**src/rtl/bls_sub_seq.sv**
```systemverilog
// -----------------------------------------------------------------------------
// bls_sub_seq
//
// Sequential subtractor: d = a - b - bin, modulo 2^WIDTH. Each clock works on
// one SLICE-bit group. Inside a group the borrows come from a fully expanded
// borrow-lookahead network, so no borrow ripples from bit to bit. A single
// borrow register carries the group borrow-out into the next group. This is
// the subtract-direction counterpart of the 4-bit CLA adder path, meant for
// compare/subtract work where area matters more than latency.
//
// Ports
//   clk    in   system clock, rising edge
//   reset  in   synchronous, active-high; overrides everything
//   start  in   request a new operation (accepted in IDLE or DONE)
//   a      in   [WIDTH] minuend, captured on accepted start
//   b      in   [WIDTH] subtrahend, captured on accepted start
//   bin    in   borrow in, captured on accepted start
//   busy   out  high while in RUN
//   done   out  one-cycle pulse; results valid from this cycle on
//   d      out  [WIDTH] difference
//   bout   out  borrow out of MSB (unsigned a < b + bin)
//   zero   out  d == 0
//   ovf    out  signed overflow of the subtraction
// -----------------------------------------------------------------------------
module bls_sub_seq #(
  parameter int WIDTH = 32,
  parameter int SLICE = 4
) (
  input  logic             clk,
  input  logic             reset,
  input  logic             start,
  input  logic [WIDTH-1:0] a,
  input  logic [WIDTH-1:0] b,
  input  logic             bin,
  output logic             busy,
  output logic             done,
  output logic [WIDTH-1:0] d,
  output logic             bout,
  output logic             zero,
  output logic             ovf
);

  localparam int NSLICE = WIDTH / SLICE;
  localparam int IDX_W  = (NSLICE > 1) ? $clog2(NSLICE) : 1;

  typedef enum logic [1:0] {
    IDLE,
    RUN,
    DONE
  } state_t;

  state_t state, state_nxt;

  // Operand registers shift right one slice per RUN cycle, so the slice being
  // processed is always the low SLICE bits. The operand sign bits are kept
  // separately because they have shifted out by the time ovf is computed.
  logic [WIDTH-1:0] a_r, b_r;
  logic             a_msb, b_msb;
  logic             br_r;
  logic [IDX_W-1:0] idx;

  // Difference accumulator: each slice result enters at the top and the
  // register shifts right, so after NSLICE cycles it holds the full result.
  logic [WIDTH-1:0] acc;
  logic [WIDTH-1:0] acc_nxt;

  logic [SLICE-1:0] sa, sb, g, p, sd;
  logic [SLICE:0]   br;

  logic accept;
  logic last;

  assign accept = start && (state == IDLE || state == DONE);
  assign last   = (idx == IDX_W'(NSLICE - 1));
  assign busy   = (state == RUN);
  assign done   = (state == DONE);

  // ---------------------------------------------------------------------------
  // Slice datapath: borrow generate/propagate with a flat lookahead network.
  // g: this bit borrows regardless of the incoming borrow (a=0, b=1).
  // p: an incoming borrow passes through this bit (a=0 or b=1).
  // ---------------------------------------------------------------------------
  always_comb begin
    sa    = a_r[SLICE-1:0];
    sb    = b_r[SLICE-1:0];
    g     = ~sa & sb;
    p     = ~sa | sb;
    br[0] = br_r;
    br[1] = g[0] | (p[0] & br[0]);
    br[2] = g[1] | (p[1] & g[0]) | (p[1] & p[0] & br[0]);
    br[3] = g[2] | (p[2] & g[1]) | (p[2] & p[1] & g[0])
          | (p[2] & p[1] & p[0] & br[0]);
    br[4] = g[3] | (p[3] & g[2]) | (p[3] & p[2] & g[1])
          | (p[3] & p[2] & p[1] & g[0])
          | (p[3] & p[2] & p[1] & p[0] & br[0]);
    sd      = sa ^ sb ^ br[SLICE-1:0];
    acc_nxt = {sd, acc[WIDTH-1:SLICE]};
  end

  // ---------------------------------------------------------------------------
  // FSM state register and next-state logic
  // ---------------------------------------------------------------------------
  always_ff @(posedge clk) begin
    // NOTE: registers use non-blocking assignment so every flop samples the
    // pre-edge values, independent of statement order.
    if (reset) state <= IDLE;
    else       state <= state_nxt;
  end

  always_comb begin
    // NOTE: default first, so no path through the case leaves state_nxt
    // unassigned and a latch is never inferred.
    state_nxt = state;
    unique case (state)
      IDLE: if (start) state_nxt = RUN;
      RUN:  if (last)  state_nxt = DONE;
      DONE: state_nxt = start ? RUN : IDLE;
      default: state_nxt = IDLE;
    endcase
  end

  // ---------------------------------------------------------------------------
  // Operand, borrow, accumulator and result registers
  // ---------------------------------------------------------------------------
  always_ff @(posedge clk) begin
    if (reset) begin
      // NOTE: these are plain flops, not memory arrays, so clearing them all in
      // reset is cheap and gives a defined state after an abort.
      a_r   <= '0;
      b_r   <= '0;
      a_msb <= 1'b0;
      b_msb <= 1'b0;
      br_r  <= 1'b0;
      idx   <= '0;
      acc   <= '0;
      d     <= '0;
      bout  <= 1'b0;
      zero  <= 1'b0;
      ovf   <= 1'b0;
    end else if (accept) begin
      a_r   <= a;
      b_r   <= b;
      a_msb <= a[WIDTH-1];
      b_msb <= b[WIDTH-1];
      br_r  <= bin;
      idx   <= '0;
      acc   <= '0;
    end else if (state == RUN) begin
      a_r  <= a_r >> SLICE;
      b_r  <= b_r >> SLICE;
      br_r <= br[SLICE];
      acc  <= acc_nxt;
      idx  <= idx + IDX_W'(1);
      // Results are published only on the final slice, so partial values
      // never appear on d.
      if (last) begin
        d    <= acc_nxt;
        bout <= br[SLICE];
        zero <= (acc_nxt == '0);
        ovf  <= (a_msb != b_msb) && (acc_nxt[WIDTH-1] != a_msb);
      end
    end
  end

endmodule

```
**config.mk**
```make
export PLATFORM = sky130hd
export DESIGN_NAME = bls_sub_seq
export DESIGN_NICKNAME = d
export VERILOG_FILES = /design/src/rtl/bls_sub_seq.sv
export SDC_FILE = /design/constraint.sdc
export NUM_CORES = 1
export LEC_CHECK = 0
export CAP_MARGIN = 0
export CORE_MARGIN = 5
export CORE_UTILIZATION = 25
export CTS_BUF_LIST = sky130_fd_sc_hd__clkbuf_16
export CTS_CLUSTER_DIAMETER = 40
export DETAILED_ROUTE_END_ITERATION = 10
export PLACE_DENSITY = 0.5
export SETUP_SLACK_MARGIN = 0.1
export SLEW_MARGIN = 20
export SYNTH_ARGS = -nofsm -noshare
export SYNTH_HDL_FRONTEND = slang
export SYNTH_SLANG_ARGS = --single-unit
```
**constraint.sdc**
```tcl
create_clock -name clk -period 2.15 [get_ports clk]
set_input_delay 0.43 -clock clk [delete_from_list [all_inputs] [get_ports clk]]
set_output_delay 0.43 -clock clk [all_outputs]
set_load 0.03 [all_outputs]
```
**After elaboration in Yosys (flattened, before gate mapping)**

Cells that the tools add are included.

- Flip-flop bits (word level): 139
- Bits of input ports: 68
- Output and inout bits: 37
- Word-level logic and storage cells: 71

- Add/subtract/negate cells: 1
- Bitwise logic cells: 32
- Reductions and logical operators: 9
- Eq/ne operators: 7
- Mux-type cells: 10

Operator list:

| kind | number |
|---|---|
| two-way mux 32 bit | 4 |
| logical NOT 32 bit | 1 |
| AND 1 bit | 16 |
| bitwise OR 1 bit | 10 |
| XOR 4 bit | 2 |
| case mux 2 bit (3 select lines) | 1 |
| AND 4 bit | 1 |
| two-way mux 2 bit | 2 |
| inverter 4 bit | 1 |
| bitwise OR 4 bit | 1 |
| adder 3 x 1 -> 3 bit, second input constant | 1 |
| == test 3 bit, second input constant | 1 |
| two-way mux 1 bit | 3 |
| AND reduction 3 bit | 1 |
| == test 2 x 1 -> 1 bit, second input constant | 1 |
| == test 2 bit, second input constant | 1 |
| logical AND 1 bit | 2 |
| logical NOT 2 bit | 1 |
| inequality test 1 bit | 2 |
| inequality test 2 x 1 -> 1 bit, second input constant | 1 |
| inequality test 2 bit, second input constant | 1 |
| AND reduction 2 bit | 1 |
| nonzero test 2 bit | 1 |
| OR reduction 2 bit | 1 |
| 2 further kinds | 2 |

**Logic depth before layout (Yosys ltp)**

Gate-level depths: netlist of run 1.

- Word-level depth: 9
- Gate-level depth with buffers: 8
- Depth with buffers taken out: 7

**Worst setup path before layout of run 1**

No wires, ideal clock.

- Path type: register -> register
- From: register b_r[0]
- To: register ovf
- Stages on the path, launching flop included: 8
- Clock period less this slack: 1.558 ns
- Required time: 2.033 ns
- Setup slack: 0.592 ns
- Path buffers: 0
- Arrival time: 1.442 ns
- Cell sequence: dfxtp_1 > inv_1 > ha_1 > nand2b_1 > a211oi_2 > o211a_1 > o22ai_1 > a22o_1

- Word-level cells in the longest chain between the ends: 7

Ends and longest elaborated chain:

| item | RTL line | source |
|---|---|---|
| start, declared | 57 | `logic [WIDTH-1:0] a_r, b_r;` |
| start signal, assigned | 150 | `b_r <= b_r >> SLICE;` |
| AND 4 bit / bitwise OR 4 bit (equally long branches) | 86, 87 |  |
| AND 1 bit, on equally long branches | 91, 92 |  |
| bitwise OR 1 bit / AND 1 bit (equally long branches) | 91, 92 |  |
| bitwise OR 1 bit (*) | 92 | `\| (p[2] & p[1] & p[0] & br[0]);` |
| XOR 4 bit (*) | 96 | `sd = sa ^ sb ^ br[SLICE-1:0];` |
| inequality test 1 bit (*) | 160 | `ovf <= (a_msb != b_msb) && (acc_nxt[WIDTH-1] != a_msb);` |
| logical AND 1 bit (*) | 160 |  |
| end signal, assigned | 160 |  |
| end, declared | 40 | `output logic ovf` |

Mark *: on every way between the ends. The rest lies on a longest branch, timed or not.
A chain may end at the register's enable or synchronous reset.

**Worst setup path in the final report of run 1**

- From: register ovf
- To: output ovf

No word-level cell between the ends.

==> flow_results.org, run 1 <==
** Run status
- The run finished with clean final reports.

** Clock network
- For this design, the CTS-stage hold fixing added 0 buffers.
- Root Buffer Master :: clkbuf_16
- Number of clock sinks :: 135
- Buffer depth of the longest clock path :: 2
- CTS clock-pin slew for the worst setup and hold paths :: 0.06 ns
- The number of clock buffers added by TritonCTS is 17.
- Clock tree from TritonCTS :: built
- The H-tree generated during clock tree synthesis spans 4 levels.
- At the later pin of the worst-skew pair, clock insertion delay measures 0.42 ns.

** Synth
- Synthesis inferred 135 register bits.
- After synthesis the cells add up to 5390 sq um.
- For this run, the number of Yosys warnings is 0.
- The share of the Yosys chip area taken by registers is 50.1%.
- A synthesized cell averages 8.24 sq um.
- Distinct cell type count of the synthesized netlist :: 38
- Synthesis produced a netlist whose cell count is 654.
- When the netlist entered floorplanning its net count stood at 733.

** Timing
- Setup violations remaining at the end of the flow were counted as 0.
- Setup repair after global routing left no endpoint under its margin.
- Tmin final :: 1.91 ns
- Timing would allow up to 524 MHz.
- Final total negative setup slack :: 0 ns
- In this run the tightest slew margin relative to its limit is 70.5%.
- Part of the cycle the worst path needs :: 88.7%
- Pin slew with the least headroom to its limit :: 0.443 ns
- The number of pins with negative max-slew slack in the final report is 0.
- Clock skew on the completed layout was measured at 0.0107 ns.
- The number of failing hold endpoints at the final stage came to 0.

** Route
- Via count :: 4726
- After detailed routing, the number of vias per cell comes to 4.58.
- The first routing iteration left 241 violations.
- Antenna-violating nets left :: 0
- For this run, design rule violations remaining after detail routing come to 0.
- Aggregate routed wire length :: 15300 um
- Pre-Repair DR Iteration Count :: 5
- Wirelength per Cell :: 14.8 um

** Layout
- Most used cells in the layout excluding fill and tap cells :: nand2_1, dfxtp_1, clkdlybuf4s50_1, a21oi_1, nor2_1
- Area Growth Syn to Fin :: 35.4%
- Post-route cell area :: 7300 sq um
- Proportion of layout cells with a drive suffix above 1 :: 7.53%
- At the end of the flow, the number of nets in the layout was 824.
- Leaving out fill and tap cells, the most frequent cell in the layout is nand2_1.
- Antenna diode count :: 0

** Critical path
- Together, buffers and inverters on the worst path number 1.
- Of all nets on the critical path, the largest fanout is 2.
- Capturing point of the worst reg2reg path :: zero
- Slowest cell on the critical path :: clkdlybuf4s50_1
- Traced cell by cell, the critical path runs through clkdlybuf4s50_1.
- Crit path arrival time :: 1.48 ns
- In this design, the stage delay of the slowest critical-path cell is 0.69 ns.
- At the worst endpoint, the required time is 1.72 ns.
- The setup check on the worst reg-to-reg path leaves a slack of 0.39 ns.
- The worst setup path is captured at an output port.
- The number of cells on the worst reg-to-reg path is 7.
- By startpoint and endpoint, the worst setup path is classified as flip-flop to output port.
- FF-to-FF Start :: b_r[0]
- The worst setup path is launched from a flip-flop.
- Top Family by Delay on Critical Path :: buffers and inverters

** GRT
- Global-route wire length before repair :: 24500 um
- Overall overflow remaining after global route :: 0
- The via count of the first global-routing pass is 4536.
- The initial antenna violation count is 0.
- Entering global routing, the biggest net connects 77 pins.
- For this run, the total global-route usage over all layers was measured as 12.5%.

** Placed design
- The placed instances occupy a cell area of 6670 sq um.
- Hpwl dp :: 10500 um
- At the end of routability-driven placement, the weighted congestion stood at 0.736.
- The count of buffers added on input and output ports is 104.

** Power and ir drop
- Summing internal, switching and leakage power gives 6.58 mW.
- For this design the ratio of total power to cell area is 901 nW/um^2.
- The worst-case IR drop observed on VDD is 519 uV.
- Leakage power figure :: 2.55 nW

** Job
- Across the run, the number of max-cap violations was 0.

** Min path
- Hold Path Class :: input pin to flip-flop
- The worst hold path was traced through 2 stages.
- In this run the most critical hold path is launched from reset.
- Worst Hold End :: state[0]

** Floorplanning
- The die is 157 um wide.
- In this run the vertical extent of the chip is 157 um.
- The floorplan step defined a core boundary enclosing 21200 sq um.
- I/O pins :: 105
- Initial Utilization :: 25.5%
- The floorplan has 53 rows.
- Full die area :: 24600 sq um
## synthesized netlist by cell type (all sizes together)
| master | instances | area share (%) |
|---|---|---|
| nor4 | 6 | 0.70 |
| o211a | 1 | 0.19 |
| nand3 | 1 | 0.093 |
| a211oi | 13 | 1.9 |
| mux2i | 3 | 0.56 |
| o21ba | 1 | 0.19 |
| or2 | 1 | 0.12 |
| clkbuf | 18 | 1.3 |
| and3b | 1 | 0.16 |
| o2111ai | 1 | 0.16 |
| nand2 | 178 | 12 |
| a21oi | 71 | 6.6 |
| nor3 | 24 | 2.2 |
| a22oi | 12 | 1.7 |
| xor2 | 1 | 0.16 |
| dfxtp | 135 | 50 |
| nand4 | 2 | 0.23 |
| xnor2 | 2 | 0.33 |
| and2 | 1 | 0.16 |
| nor2b | 4 | 0.46 |
| a22o | 1 | 0.16 |
| fa | 1 | 0.37 |
| nand2b | 5 | 0.58 |
| clkinv | 1 | 0.16 |
| a311oi | 24 | 3.9 |
| nor2 | 67 | 4.8 |
| o22ai | 24 | 2.8 |
| nand3b | 1 | 0.14 |
| inv | 9 | 0.63 |
| and3 | 1 | 0.12 |
| o211ai | 1 | 0.14 |
| ha | 10 | 2.3 |
| buf | 33 | 4.2 |
## worst max-delay path by stage
| stage | slack, ns | depth (start not counted) | to | from |
|---|---|---|---|---|
| after global placement | 0.19 | 5 | a_r[30] | start |
| after global routing | 0.15 | 3 | busy | state[0] |
| after CTS | 0.20 | 3 | busy | state[0] |
| after floorplan | 0.59 | 7 | ovf | b_r[0] |
| after detailed placement | 0.19 | 5 | a_r[30] | start |
| final | 0.24 | 1 | ovf | ovf |
## state kept, by name (all words and copies together) (netlist names)
name,cells
state,2
b_msb,1
acc,28
br_r,1
ovf,1
zero,1
b_r,32
a_msb,1
idx,3
bout,1
a_r,32
d,32
## cell type report
type,count,area [sq um]
Fill cell,2215,13900
Inverter,10,42.5
Clock buffer,17,425
Timing Repair Buffer,123,1220
Tap cell,275,344
Clock inverter,14,208
Multi-Input combinational cell,458,2360
Sequential cell,135,2700
## metal layers
layer / GRT usage [%] / routed length (um) / share of wire (%)
met3: 4.65 / 1060 / 6.9
met5: 0 / 0 / 0
met4: 2.98 / 101 / 0.66
met1: 17.3 / 7260 / 47
met2: 18.7 / 6880 / 45
## per-stage QoR
stage | setup slack [ns] | instances | hold slack [ns] | util [%]
2_1_floorplan | 0.592 | 654 | 0.437 | -
3_3_place_gp | 0.193 | 1001 | 0.443 | 31.5
3_5_place_dp | 0.188 | 1001 | 0.446 | 31.5
4_1_cts | 0.202 | 1032 | 0.441 | 34.5
5_1_grt | 0.153 | 1032 | 0.471 | 34.5
6_report | 0.243 | 1032 | 0.448 | 34.5
## where the power goes
part           switching [mW]  internal [mW]
Clock                    1.12           2.04
Combinational           0.394          0.326
Sequential             0.0739           2.62
## cell families after synthesis
group           count (synthesis)  synth area share (%)
fa+ha+maj                      11                  2.69
compound gates                149                  17.7
xor+xnor                        3                 0.488
mux                             3                 0.557
flops                         135                  50.1
simple gates                  292                  22.2
buf+inv                        61                  6.24
## repair_timing
action	CTS	global route
resized for setup	2	0
setup buffers	0	0
endpoints found under the setup margin	2	0
Power figures use the tool's default switching activity.
==> run 2, diff against run 1 <==
Settings changed: CORE_UTILIZATION 25 to 30, PLACE_DENSITY 0.5 to 0.56.
==> run 2 against run 1 <==
- largest power group is now registers
- worst hold slack lost 0.088 ns
- via count fell by 1.2%
- non-clock buffer count is 3 lower
- global-route usage rose by 1.6 points
==> flow_results.org, run 2 (same netlist as run 1, synthesis figures left out) <==
** Run status
- Outcome: completed (unchanged).

** Job
- The max-capacitance violation count came to 0 (unchanged).

** Floorplanning
- Die extent in x :: 144 um (was 157 um)
- The placeable core region came to 17800 sq um (was 21200 sq um).
- The number of top-level pins is 105 (unchanged).
- Die Y :: 144 um (was 157 um)
- The starting density of the core is 30.2% (was 25.5%).
- Full die area :: 20700 sq um (was 24600 sq um)
- Number of placement rows :: 49 (was 53)

** Power and ir drop
- The largest voltage drop on the vdd net was 606 uV (was 519 uV).
- The static power due to leakage was 2.47 nW (was 2.55 nW).
- Int Power :: 4.37 mW (was 4.99 mW)
- Share of total power consumed by net switching :: 25.6% (was 24.1%)
- Total power density per cell area :: 830 nW/um^2 (was 901 nW/um^2)
- The net switching power figure was 1.50 mW (was 1.59 mW).
- The relative contribution of sequential cells to total power is 46.0% (was 41.0%).
- The portion of total power attributed to the clock network is 42.0% (was 48.0%).
- Combinational cell fraction of total power :: 12.0% (was 10.9%)

** Critical path
- The critical path data arrival time is 1.46 ns (was 1.48 ns).
- Crit-path cells: clkdlybuf4s50_1 (unchanged).
- FF-to-FF Start :: state[0] (was b_r[0])
- The maximum cell stage delay along the critical path is 0.71 ns (was 0.69 ns).
- Setup slack on the worst flop-to-flop path :: 0.31 ns (was 0.39 ns)
- Critical Setup Path Class :: flip-flop to output port (unchanged)
- Capturing point of the worst reg2reg path :: a_r[16] (was zero)
- The critical path's top delay family is buffers and inverters (unchanged).
- The worst setup path startpoint is ovf (unchanged).
- Critical Path Sink Type :: output port (unchanged)
- Crit path max fanout :: 2 (unchanged)
- Required @ worst endpoint :: 1.72 ns (about the same)
- The number of buffers and inverters on the critical path was 1 (unchanged).
- The slowest cell on the critical path is clkdlybuf4s50_1 (unchanged).
- The startpoint type of the worst setup path is a flip-flop (unchanged).
- The number of cells on the worst reg-to-reg path was 6 (was 7).

** Timing
- Final clock skew :: 0.0111 ns (was 0.0107 ns)
- The shortest clock period the worst path allows after layout was 1.89 ns (was 1.91 ns).
- The final cycle utilization of the critical path came to 88.0% (was 88.7%).
- Peak Freq :: 529 MHz (was 524 MHz)
- The number of pins with negative max-slew slack in the final report was 0 (unchanged).
- Endpoints failing setup :: 0 (unchanged)
- RSZ-0062 raised after global routing :: no (unchanged)
- The sum of negative setup slack is 0 ns (unchanged).
- Final-report hold violation count :: 0 (unchanged)
- The actual slew at the worst max-slew pin came to 0.814 ns (was 0.443 ns).
- The final worst slack came to 0.259 ns (was 0.243 ns).
- Max transition margin :: 45.8% (was 70.5%)

** Clock network
- The clock root buffer is clkbuf_16 (unchanged).
- The TritonCTS buffer count was 17 (unchanged).
- Insertion delay to the later sink of the worst-skew pair :: 0.42 ns (about the same)
- The number of buffers inserted to repair setup after CTS is 0 (unchanged).
- Clock tree from TritonCTS :: built (unchanged)
- CTS clock-pin slew for the worst setup and hold paths :: 0.06 ns (about the same)
- The number of buffers on the longest clock path is 2 (unchanged).
- The number of levels the H-tree was split into came to 4 (unchanged).
- Hold buffer count at cts :: 0 (unchanged)
- The clock sink count is 135 (unchanged).

** GRT
- The wire length of the first global-routing pass is 23200 um (was 24500 um).
- Tot GR Track Use :: 14.2% (was 12.5%)
- The pin count of the biggest net entering global routing came to 77 (unchanged).
- Vias in the first global route :: 4479 (was 4536)
- Initial antenna violation count :: 1 (was 0)
- The overflow left after global routing was 0 (unchanged).

** Layout
- Most common cell after layout, fill and taps aside :: nand2_1 (unchanged)
- Utilization of the core after routing :: 39.6% (was 34.5%)
- Largest registers in the final layout :: a_r x32, b_r x32, d x32 (unchanged)
- The net count reported at finish is 821 (was 824).
- Most used cells in the layout excluding fill and tap cells: nand2_1, dfxtp_1, clkdlybuf4s50_1, a21oi_1, nor2_1 (unchanged).
- Antenna diode count :: 0 (unchanged)
- Area Growth Syn to Fin :: 31.2% (was 35.4%)
- The layout cell share with drive strength beyond 1 came to 6.62% (was 7.53%).

** Route
- The detailed-route vias per instance is 4.74 (was 4.58).
- The count of unresolved DRC violations after routing is 0 (unchanged).
- Pre-Repair DR Iteration Count :: 4 (was 5)
- The average wire per standard cell was 14.4 um (was 14.8 um).
- Number of DRC violations after detailed-routing iteration 0 :: 265 (was 241)
- The final wirelength came to 14200 um (was 15300 um).
- The number of vias after detailed routing is 4667 (was 4726).
- The post-route antenna net violation count is 0 (unchanged).

** Placed design
- The number of input and output port buffers inserted came to 104 (unchanged).
- Worst setup slack before clock tree synthesis :: 0.282 ns (was 0.188 ns)
- Hpwl dp :: 9910 um (was 10500 um)
- Placer congestion estimate :: 0.797 (was 0.736)

** Min path
- Worst Hold End :: state[0] (unchanged)
- The worst hold path depth came to 2 (unchanged).
- The classification of the worst-slack hold path was input pin to flip-flop (unchanged).
- Hold path startpoint :: reset (unchanged)
-- run 2: worst max-delay path by stage --
stage	slack, ns	endpoint	cells past startpoint
2_1_floorplan	0.59	ovf	7
3_3_place_gp	0.31	b_r[7]	6
3_5_place_dp	0.28	b_r[4]	6
4_1_cts	0.21	ovf	1
5_1_grt	0.17	a_r[7]	6
6_report	0.26	ovf	1
-- run 2: metrics by stage --
step	cell area, sq um	hold slack, ns	std cells	power [mW]
after floorplan	5390	0.437	654	3.19
after global placement	6570	0.445	952	3.46
after detailed placement	6570	0.448	952	3.46
after CTS	7070	0.346	984	5.94
after global routing	7070	0.368	984	6.16
final	7070	0.360	984	5.87
-- run 2: area by class of cell --
| type | count | area, sq um |
|---|---|---|
| clock buffer | 17 | 425 |
| multi-input combinational | 458 | 2360 |
| fill | 1812 | 10800 |
| clock inverter | 15 | 72.6 |
| inverter | 10 | 42.5 |
| tap | 229 | 287 |
| sequential | 135 | 2700 |
| timing repair buffer | 120 | 1180 |
-- run 2: repair_timing --
item | CTS | global route
endpoints found under the setup margin | 2 | 0
hold endpoints to repair | 0 | 0
gates resized for setup | 2 | 0
-- run 2: power by group through the flow --
stage	Clock (mW)	Combinational, mW	Sequential [mW]
6_report	2.47	0.702	2.70
5_1_grt	2.65	0.791	2.71
4_1_cts	2.53	0.713	2.70
3_5_place_dp	0	0.709	2.75
3_3_place_gp	0	0.706	2.75
2_1_floorplan	0	0.464	2.73
-- run 2: metal layers --
metal,vias to the layer above,global-route usage [%],share of wire (%)
li1,2423,-,-
met1,2101,19.6,47
met2,125,20.5,44
met3,16,5.49,7.8
met4,2,4.21,1.2
met5,-,0,0.049
